## src/rtl/hazard_scoreboard_if.sv

```systemverilog
// Bundle of ID-stage inputs and pipeline-control outputs for the hazard scoreboard.
// The master side is the ID stage driver; the slave side is the scoreboard itself.
interface hazard_scoreboard_if #(
  parameter int CNT_W = 16,
  parameter int REG_W = 5
);
  logic             idValid;
  logic [REG_W-1:0] idRs;
  logic [REG_W-1:0] idRt;
  logic             idUsesRs;
  logic             idUsesRt;
  logic             idRegWrite;
  logic [REG_W-1:0] idRd;
  logic             idMemRead;
  logic             branchFlush;
  logic             memStall;
  logic             pcWrite;
  logic             ifidWrite;
  logic             idexBubble;
  logic [1:0]       forwardA;
  logic [1:0]       forwardB;
  logic [CNT_W-1:0] stallCount;

  modport master (
    output idValid, idRs, idRt, idUsesRs, idUsesRt, idRegWrite, idRd, idMemRead,
           branchFlush, memStall,
    input  pcWrite, ifidWrite, idexBubble, forwardA, forwardB, stallCount
  );

  modport slave (
    input  idValid, idRs, idRt, idUsesRs, idUsesRt, idRegWrite, idRd, idMemRead,
           branchFlush, memStall,
    output pcWrite, ifidWrite, idexBubble, forwardA, forwardB, stallCount
  );
endinterface

```

## src/rtl/hazard_scoreboard.sv

```systemverilog
// ID-stage hazard controller: shadows the EX/MEM/WB writers, stalls on load-use,
// honours branch flush and memory freeze, and pre-computes registered forward selects
// that are valid while the instruction sits in EX.
module hazard_scoreboard #(
  parameter int CNT_W = 16,
  parameter int REG_W = 5
) (
  input logic                clk,
  input logic                rst,
  hazard_scoreboard_if.slave bus
);

  typedef struct packed {
    logic             v;
    logic             rw;
    logic [REG_W-1:0] rd;
    logic             ld;
  } shadow_t;

  shadow_t          e_q, e_d;
  shadow_t          m_q, m_d;
  // The WB shadow is tracked for completeness; the register file writes before it
  // is read, so no ID decision ever needs to look at it.
  shadow_t          unusedWb_q, unusedWb_d;
  logic [1:0]       fwdA_q, fwdA_d;
  logic [1:0]       fwdB_q, fwdB_d;
  logic [CNT_W-1:0] cnt_q, cnt_d;

  logic loadUse;
  logic pcWrite;
  logic ifidWrite;
  logic idexBubble;

  function automatic logic hit(input shadow_t s, input logic [REG_W-1:0] r);
    return s.v & s.rw & (s.rd != '0) & (s.rd == r);
  endfunction

  // Load-use detection plus the priority chain memStall > flush > stall > normal.
  always_comb begin
    e_d        = e_q;
    m_d        = m_q;
    unusedWb_d = unusedWb_q;
    fwdA_d     = fwdA_q;
    fwdB_d     = fwdB_q;
    cnt_d      = cnt_q;
    pcWrite    = 1'b1;
    ifidWrite  = 1'b1;
    idexBubble = 1'b0;

    loadUse = bus.idValid & e_q.ld &
              ((bus.idUsesRs & hit(e_q, bus.idRs)) |
               (bus.idUsesRt & hit(e_q, bus.idRt)));

    if (bus.memStall) begin
      pcWrite   = 1'b0;
      ifidWrite = 1'b0;
    end else if (bus.branchFlush) begin
      idexBubble = 1'b1;
      e_d        = '0;
      m_d        = e_q;
      unusedWb_d = m_q;
      fwdA_d     = 2'b00;
      fwdB_d     = 2'b00;
    end else if (loadUse) begin
      pcWrite    = 1'b0;
      ifidWrite  = 1'b0;
      idexBubble = 1'b1;
      e_d        = '0;
      m_d        = e_q;
      unusedWb_d = m_q;
      fwdA_d     = 2'b00;
      fwdB_d     = 2'b00;
      if (cnt_q != '1) begin
        cnt_d = cnt_q + CNT_W'(1);
      end
    end else begin
      e_d        = shadow_t'{v: bus.idValid, rw: bus.idRegWrite, rd: bus.idRd, ld: bus.idMemRead};
      m_d        = e_q;
      unusedWb_d = m_q;
      if (bus.idUsesRs && hit(e_q, bus.idRs)) begin
        fwdA_d = 2'b10;
      end else if (bus.idUsesRs && hit(m_q, bus.idRs)) begin
        fwdA_d = 2'b01;
      end else begin
        fwdA_d = 2'b00;
      end
      if (bus.idUsesRt && hit(e_q, bus.idRt)) begin
        fwdB_d = 2'b10;
      end else if (bus.idUsesRt && hit(m_q, bus.idRt)) begin
        fwdB_d = 2'b01;
      end else begin
        fwdB_d = 2'b00;
      end
    end
  end

  // Shadow stages, forward selects and stall counter; reset empties everything at once.
  always_ff @(posedge clk or negedge rst) begin
    if (!rst) begin
      e_q        <= '0;
      m_q        <= '0;
      unusedWb_q <= '0;
      fwdA_q     <= 2'b00;
      fwdB_q     <= 2'b00;
      cnt_q      <= '0;
    end else begin
      e_q        <= e_d;
      m_q        <= m_d;
      unusedWb_q <= unusedWb_d;
      fwdA_q     <= fwdA_d;
      fwdB_q     <= fwdB_d;
      cnt_q      <= cnt_d;
    end
  end

  assign bus.pcWrite    = pcWrite;
  assign bus.ifidWrite  = ifidWrite;
  assign bus.idexBubble = idexBubble;
  assign bus.forwardA   = fwdA_q;
  assign bus.forwardB   = fwdB_q;
  assign bus.stallCount = cnt_q;

endmodule

```

## src/flat_wrapper.sv

```systemverilog
// flat-port wrapper written by rule: the top's interface ports become plain ports
module hazard_scoreboard_flat 
#(
  parameter int CNT_W = 16,
  parameter int REG_W = 5
)
  (clk, rst, bus_idValid, bus_idRs, bus_idRt, bus_idUsesRs, bus_idUsesRt, bus_idRegWrite, bus_idRd, bus_idMemRead, bus_branchFlush, bus_memStall, bus_pcWrite, bus_ifidWrite, bus_idexBubble, bus_forwardA, bus_forwardB, bus_stallCount);
  hazard_scoreboard_if #(.CNT_W(CNT_W), .REG_W(REG_W)) bus_i ();
  input logic clk;
  input logic rst;
  input wire logic [$bits(bus_i.idValid)-1:0] bus_idValid;
  input wire logic [$bits(bus_i.idRs)-1:0] bus_idRs;
  input wire logic [$bits(bus_i.idRt)-1:0] bus_idRt;
  input wire logic [$bits(bus_i.idUsesRs)-1:0] bus_idUsesRs;
  input wire logic [$bits(bus_i.idUsesRt)-1:0] bus_idUsesRt;
  input wire logic [$bits(bus_i.idRegWrite)-1:0] bus_idRegWrite;
  input wire logic [$bits(bus_i.idRd)-1:0] bus_idRd;
  input wire logic [$bits(bus_i.idMemRead)-1:0] bus_idMemRead;
  input wire logic [$bits(bus_i.branchFlush)-1:0] bus_branchFlush;
  input wire logic [$bits(bus_i.memStall)-1:0] bus_memStall;
  output wire logic [$bits(bus_i.pcWrite)-1:0] bus_pcWrite;
  output wire logic [$bits(bus_i.ifidWrite)-1:0] bus_ifidWrite;
  output wire logic [$bits(bus_i.idexBubble)-1:0] bus_idexBubble;
  output wire logic [$bits(bus_i.forwardA)-1:0] bus_forwardA;
  output wire logic [$bits(bus_i.forwardB)-1:0] bus_forwardB;
  output wire logic [$bits(bus_i.stallCount)-1:0] bus_stallCount;
  assign bus_i.idValid = bus_idValid;
  assign bus_i.idRs = bus_idRs;
  assign bus_i.idRt = bus_idRt;
  assign bus_i.idUsesRs = bus_idUsesRs;
  assign bus_i.idUsesRt = bus_idUsesRt;
  assign bus_i.idRegWrite = bus_idRegWrite;
  assign bus_i.idRd = bus_idRd;
  assign bus_i.idMemRead = bus_idMemRead;
  assign bus_i.branchFlush = bus_branchFlush;
  assign bus_i.memStall = bus_memStall;
  assign bus_pcWrite = bus_i.pcWrite;
  assign bus_ifidWrite = bus_i.ifidWrite;
  assign bus_idexBubble = bus_i.idexBubble;
  assign bus_forwardA = bus_i.forwardA;
  assign bus_forwardB = bus_i.forwardB;
  assign bus_stallCount = bus_i.stallCount;
  hazard_scoreboard #(.CNT_W(CNT_W), .REG_W(REG_W)) u_core (.clk(clk), .rst(rst), .bus(bus_i));
endmodule
```

## config.mk

```make
export PLATFORM = sky130hd
export DESIGN_NAME = hazard_scoreboard_flat
export DESIGN_NICKNAME = d
export VERILOG_FILES = /design/src/rtl/hazard_scoreboard_if.sv /design/src/rtl/hazard_scoreboard.sv /design/src/flat_wrapper.sv
export SDC_FILE = /design/constraint.sdc
export NUM_CORES = 1
export LEC_CHECK = 0
export CORE_AREA = 2 2 69 71
export DETAILED_ROUTE_END_ITERATION = 12
export DIE_AREA = 0 0 71 73
export PLACE_DENSITY = 0.73
export SYNTH_ARGS = -nofsm -noshare
export SYNTH_HDL_FRONTEND = slang
export SYNTH_SLANG_ARGS = --single-unit
```

## constraint.sdc

```tcl
create_clock -name clk -period 2.9 [get_ports clk]
set_input_delay 0.87 -clock clk [delete_from_list [all_inputs] [get_ports clk]]
set_output_delay 0.87 -clock clk [all_outputs]
set_load 0.01 [all_outputs]
```

==> qor_table.md, run 1 <==
| Result | Reported |
|---|---|
| Worst endpoint data arrival time | 2020 ps |
| Fraction of layout instances using a drive strength above 1 | 0.331 |
| Number of placed instances, taps included | 290 |
| P&R area growth vs syn | 46.6% |
| Required time of the critical path | 2030 ps |
| Non-Filler Cell Area, Final | 2760 um2 |
| Max VDD drop | 0.267 mV |
| Total die area | 5180 um2 |
| Wire length on met3 | 223 um |
| Top layer in use | met4 |
| Vias after detailed routing | 1595 |
| Final worst clock skew | 2.97 ps |
| Worst Setup Path Type | input pin to output port |
| Rel. slew slack | 0.609 |
| Sequential fraction of the synthesis area | 0.465 |
| Reg2Reg Setup Slack | 630 ps |
| R2r startpoint | u_core.e_q[1] |
| DRC violation total after the first TritonRoute iteration | 147 |
| Final worst path period share | 0.998 |
| TritonCTS clock tree | built |
| Amount of wire on met2 after detailed routing | 2250 um |
| Area of the mapped netlist | 1880 um2 |
| Power per cell area | 405 nW/um2 |
| Number of flops mapped to enable cells by yosys | 0 |
| Area after DPL | 2610 um2 |
| Biggest area consumer among synthesized cells | dfrtp_1 |
| Final-report setup violation count | 0 |
| Synth Flop Type | dfrtp_1 |
| Sinks on Clock Net | 35 |
| Number of buffers between clock root and the deepest sink | 2 |
| Number of global-route vias before repair | 1618 |
| Nature of the critical path startpoint | input pin |
| CP Capture Type | output port |
| Maximum net fanout on the critical path | 2 |
| Setup repair after global routing missed its margin | true |
| Hold path endpoint | u_core.bus.forwardA[0] |
| Shortest period the worst path allows | 2890 ps |
| Start point of the worst hold path | u_core.bus.forwardA[0] |
| Hold Violations, Final | 0 |
| Average wire length per cell after detail routing | 15.1 um |
| H-tree depth | 2 |
| Number of placement rows | 25 |
| Leading cell types by count after synthesis | dfrtp_1 (35), xnor2_1 (18), xor2_1 (17) |
| Status | finished, final reports clean |
| Routed metal-1 wirelength | 1990 um |
| Post-synthesis cell count | 167 |
| # IOs | 47 |
| NumNets Final | 269 |
| Top post-synthesis cells by area | dfrtp_1 (47%), xnor2_1 (8.4%), xor2_1 (7.9%), mux2_2 (4.8%), nand3_1 (4.3%) |
| Die Y | 73 um |
| Fraction of registers with async set or reset after synthesis | 1.00 |
| Detailed-routing iteration count for the pre-antenna-repair pass | 4 |
| Reg-to-reg endpoint | u_core.bus.forwardA[0] |
| Maximum number of pins on one net before global-route repair | 36 |
| Worst-skew pair later-pin latency | 290 ps |
| Critical Path Max Stage Delay | 310 ps |
| ANT nets after route | 0 |
| Hold buffer count at cts | 0 |
| Yosys warns | 0 |
| Root buffer cell | clkbuf_8 |
| CP Cell Sequence | buf_8 > xor2_4 > nor4_4 > a32o_2 > buf_6 > a41oi_4 > buf_2 |
| GRT Residual Overflow | 0 |
| Post-synthesis cell type count | 35 |
| Cells on Worst Hold Path | 1 |
| Weighted congestion reported at the end of routability-driven placement | 0.819 |
| Count of input and output buffers | 46 |
| Antenna violations before repair | 0 |
| Wire length of the first global-routing pass | 7670 um |
| Synthesized flop and latch total | 35 |
| Slowest cell on crit path | nor4_4 |
| Final Routed Wirelength | 4530 um |
| X dimension of the die | 71 um |
| Mean cell area of the mapped netlist | 11.3 um2 |
| Starting density of the core | 0.415 |
| Measured slew at the worst slew-check pin | 586 ps |
| Worst hold path type | flop to flop |
| Static power due to leakage | 1.23 nW |
| Share of Yosys cell area claimed by the top area cell type | 0.465 |
| Number of antenna diodes | 0 |
| Area of the placeable core | 4540 um2 |
| Number of vias per cell after detailed routing | 5.33 |
| Clock buffers created by TritonCTS | 5 |
| All-layer global routing usage | 0.192 |
| Most frequent cell after synthesis | dfrtp_1 |
| Clk slew on worst S/H paths | 70 ps |
| CP delay by family, top | buffers and inverters |
| # Max-Cap Violations | 0 |
| Number of max-slew violations in the final report | 0 |
| Peak clock frequency supported by timing | 346 MHz |
| Reg2Reg Depth | 5 |
| Syn Nets | 192 |
| CP bufs+invs | 3 |
| Estimated wirelength of the detail-placed design | 3400 um |
| Worst hold margin | 491 ps |
| DRC violations left | 0 |
| Final instance count without filler cells | 299 |
[state kept, by name (all words and copies together) (netlist names)]
name	flops
u_core.bus.forwardB	2
u_core.bus.forwardA	2
u_core.e_q	8
u_core.bus.stallCount	16
u_core.m_q	7
[per-stage QoR]
stage                     power, mW   util  setup TNS, ps  setup slack [ps]
after floorplan               0.619      -          -6.57             -6.57
after global placement        0.712  0.575          -3520              -783
after detailed placement      0.717  0.575          -4070              -807
after CTS                      1.11  0.598          -37.5             -27.7
after global routing           1.16  0.608           -133             -56.7
final                          1.12  0.608              0              6.45
[area by class of cell]
| cell class | instances | area, um2 |
|---|---|---|
| clock inverters | 1 | 7.51 |
| inverters | 2 | 7.51 |
| clock buffers | 7 | 96.3 |
| well taps | 54 | 67.6 |
| multi-input cells | 123 | 1040 |
| flip-flops and latches | 35 | 876 |
| repair buffers | 77 | 663 |
| fillers | 381 | 1780 |
[worst max-delay path by stage]
stage / start / end / slack [ps] / cells past startpoint
after global routing: bus_idRt[4] / bus_ifidWrite / -60 / 7
after detailed placement: bus_idRt[1] / bus_idexBubble / -810 / 7
after CTS: bus_idRt[4] / bus_ifidWrite / -30 / 7
after floorplan: bus_idRt[1] / bus_pcWrite / -7 / 7
after global placement: bus_idRt[1] / bus_idexBubble / -780 / 7
final: bus_idRt[4] / bus_ifidWrite / 6 / 7
[repair_timing]
action | in CTS | in global routing
endpoints found under the setup margin | 3 | 3
setup buffers | 1 | 0
pin swaps | 4 | 3
gates resized for setup | 61 | 6
[cell families (layout without fill, tap and decap cells)]
family | after synthesis | after routing | share of synthesized area
AOI/OAI and AO/OA | 22 | 22 | 0.116
xor gates and xnor gates | 35 | 35 | 0.163
adders and majority gates | 1 | 1 | 0.00665
buffers and inverters | 9 | 87 | 0.0306
DFF | 35 | 35 | 0.465
muxes | 8 | 8 | 0.0479
and+or+nand+nor | 57 | 57 | 0.171
[routing by layer]
| metal | GRT usage | vias up |
|---|---|---|
| met2 | 0.317 | 50 |
| met5 | 0 | - |
| met1 | 0.251 | 773 |
| met4 | 0.0608 | 0 |
| met3 | 0.0470 | 6 |
| li1 | - | 766 |
[report_power, final]
part | leakage (nW) | internal (mW) | switching, mW
clock network | 0.0505 | 0.216 | 0.178
registers | 0.475 | 0.507 | 0.0278
logic | 0.702 | 0.105 | 0.0816
total | 1.23 | 0.828 | 0.288
[worst register-to-register path, delay by kind of cell (launching register included)]
kind,cells,cell delay (ps)
DFF,1,430
buffers and inverters,1,160
AOI/OAI and AO/OA,3,1050
and+or+nand+nor,1,560
[placed cells by master (no fill, tap or decap), types with 3 or more instances in the layout]
cell,netlist,routed
dfrtp_1,35,35
clkdlybuf4s50_1,0,31
buf_4,1,30
xnor2_1,18,17
nand3_1,16,16
xor2_1,17,15
mux2_2,8,8
buf_2,2,8
nor2_1,7,7
clkbuf_8,1,7
nand2_1,6,6
nand4_1,6,6
and3_1,5,5
a22o_2,5,5
a22o_1,5,5
nor3_1,3,3
buf_6,1,3
No activity file was read; power rests on OpenSTA's default activity.
==> run 2, diff against run 1 <==
- CTS_CLUSTER_DIAMETER: default -> 100
==> results of run 2 <==
Same layout as run 1: the final DEF is identical, and so are final timing and power.
==> RTL edit, RTL diff (flow settings as in run 1) <==
Make the reset (`rst`) synchronous in one clocked block.
--- a/src/rtl/hazard_scoreboard.sv
+++ b/src/rtl/hazard_scoreboard.sv
@@ -97,3 +97,3 @@
   // Shadow stages, forward selects and stall counter; reset empties everything at once.
-  always_ff @(posedge clk or negedge rst) begin
+  always_ff @(posedge clk) begin
     if (!rst) begin
Formal check against the unedited RTL: differs if rst is asserted again (counterexample within 4 cycles, from zero or initial values and one cycle with rst low); with rst held inactive, the same outputs for 10 cycles.
==> RTL edit against run 1 <==
The run now ends with negative setup slack left; wire length up 15%; sequential cell count unchanged; critical path depth up 1; clock power down 5.3%; largest power group unchanged; power down 9.0%; final area up 3.1%; first-iteration DRC count down 22%; combinational power down 21%; synthesized area down 0.86%; register-to-register slack worse by 0.35 ns; core utilization up 1.9 points; setup slack worse by 0.17 ns.
==> RTL edit: results (changes against run 1) <==
- Syn avg cell area: 8.884 sq um (-21%)
- R2R depth: 14 (+9)
- Hold Crit Class: flop to flop
- Top post-synthesis cells by count: dfxtp_1, xor2_1, a21oi_1, o31ai_1, or4_1
- VDD IR-drop max: 0.0002873 V (+7.7%)
- Largest net degree at the start of global routing: 31 (-14%)
- Vias in the first global route: 1781 (+10%)
- Wl on met1: 2431 um (+22%)
- Diodes inserted: 0 (unchanged)
- Final Net Count: 314 (+17%)
- Final WL: 5222 um (+15%)
- Worst Setup EP: bus_idexBubble
- Hold_sp: u_core.bus.forwardA[0]
- Drt via density: 5.549 (+4.0%)
- Top Family by Delay on Critical Path: simple AND/OR/NAND/NOR gates
- Fraction of registers with async set/reset: 0% (-100 points)
- FILL cells: 383 (+0.52%)
- Setup Viol. Count Final: 3 (+3)
- Top layer reached by signal wires: met4
- Final hold slack: 0.4547 ns (-0.03615 ns)
- Leakage: 1.096 nW (-11%)
- H-tree depth: 2 (unchanged)
- Crit path arrival time: 2.19 ns (+0.17 ns)
- Reg-to-Reg Start: u_core.e_q[5]
- Clk_lat worst skew: 0.29 ns (about the same)
- Detail Route met3 WL: 198 um (-11%)
- Worst setup margin: -0.1647 ns (-0.1711 ns)
- Failing checks: negative setup slack
- Placed cell area: 2541 sq um (-2.5%)
- First-pass GRT wire length: 8480 um (+11%)
- Dpl hpwl: 3441 um (+1.3%)
- Flop2flop setup slack: 0.28 ns (-0.35 ns)
- Largest area contributor in the netlist: dfxtp_1
- Initial DRC Count: 115 (-22%)
- Worst R2R End: u_core.bus.forwardA[1]
- Sw frac: 27.38% (+1.6 points)
- Dpl cells: 322 (+11%)
- Syn nets: 235 (+22%)
- Share of layout cells above drive strength 1: 27.59% (-5.5 points)
- Worst slew margin: 57.20% (-3.7 points)
- Distinct cells, synth: 39 (+11%)
- Clock skew: 0.004076 ns (+0.001107 ns)
- Status: complete, but fails checks
- Wire per inst: 15.18 um (+0.31%)
- DP Worst Slack: -0.9629 ns (-0.1555 ns)
- Area contributors post-synth: dfxtp_1, xor2_1, mux2i_1
- Seq/Total Area, Yosys: 37.56% (-9.0 points)
- Max stage delay on crit path: 0.38 ns (+0.07 ns)
- CTS Root Cell: clkbuf_8
- Max reg flops: 16 (unchanged)
- GRT Total Usage: 20.37% (+1.2 points)
- Port buffer count: 46 (unchanged)
- Crit path from: bus_idRt[3]
- Routability cong.: 0.9145 (+12%)
- Setup TNS: -0.4511 ns (-0.4511 ns)
- Met2 routed wirelength: 2506 um (+11%)
==> RTL edit: how the worst min path moves through the flow <==
stage,cells after the start,to
floorplan,1,u_core.e_q[0]
global placement,2,u_core.bus.forwardB[0]
detailed placement,2,u_core.bus.forwardB[0]
CTS,2,u_core.bus.forwardA[0]
global route,1,u_core.e_q[0]
finish,2,u_core.bus.forwardA[0]
==> RTL edit: timing repair <==
action,in CTS,in global routing
gates resized for setup,51,19
pin swaps,8,7
setup buffers,15,3
cloned,0,0
endpoints found under the setup margin,7,5
==> RTL edit: power by group through the flow <==
stage	Clock, mW	Combinational [mW]	Sequential (mW)
detailed placement	0	0.119	0.506
CTS	0.381	0.131	0.495
global placement	0	0.118	0.506
floorplan	0	0.0515	0.503
finish	0.373	0.147	0.496
global route	0.399	0.157	0.497
==> RTL edit: kinds of logic (layout without fill, tap and decap cells) <==
group,Yosys count,count (layout),share of synthesized area [%]
and+or+nand+nor,80,80,25.28
AOI/OAI and AO/OA,47,47,17.77
DFF,35,35,37.56
xor gates and xnor gates,20,20,9.389
buffers and inverters,17,97,3.957
muxes,10,10,5.366
adders and majority gates,1,1,0.6706
==> RTL edit: area by class of cell <==
cell class / count / area (sq um) / share of cell area, %
clock buffers: 5 / 68.82 / 2.420
inverters: 3 / 11.26 / 0.3960
multi-input cells: 158 / 1249 / 43.91
well taps: 54 / 67.56 / 2.376
flip-flops and latches: 35 / 700.7 / 24.64
repair buffers: 86 / 723.2 / 25.43
clock inverters: 3 / 23.77 / 0.8359
==> RTL edit: layer usage <==
| layer | vias to the layer above | track usage (%) |
|---|---|---|
| met1 | 915 | 28.07 |
| li1 | 944 | - |
| met4 | 0 | 6.289 |
| met2 | 41 | 32.61 |
| met5 | - | 0 |
| met3 | 9 | 3.591 |
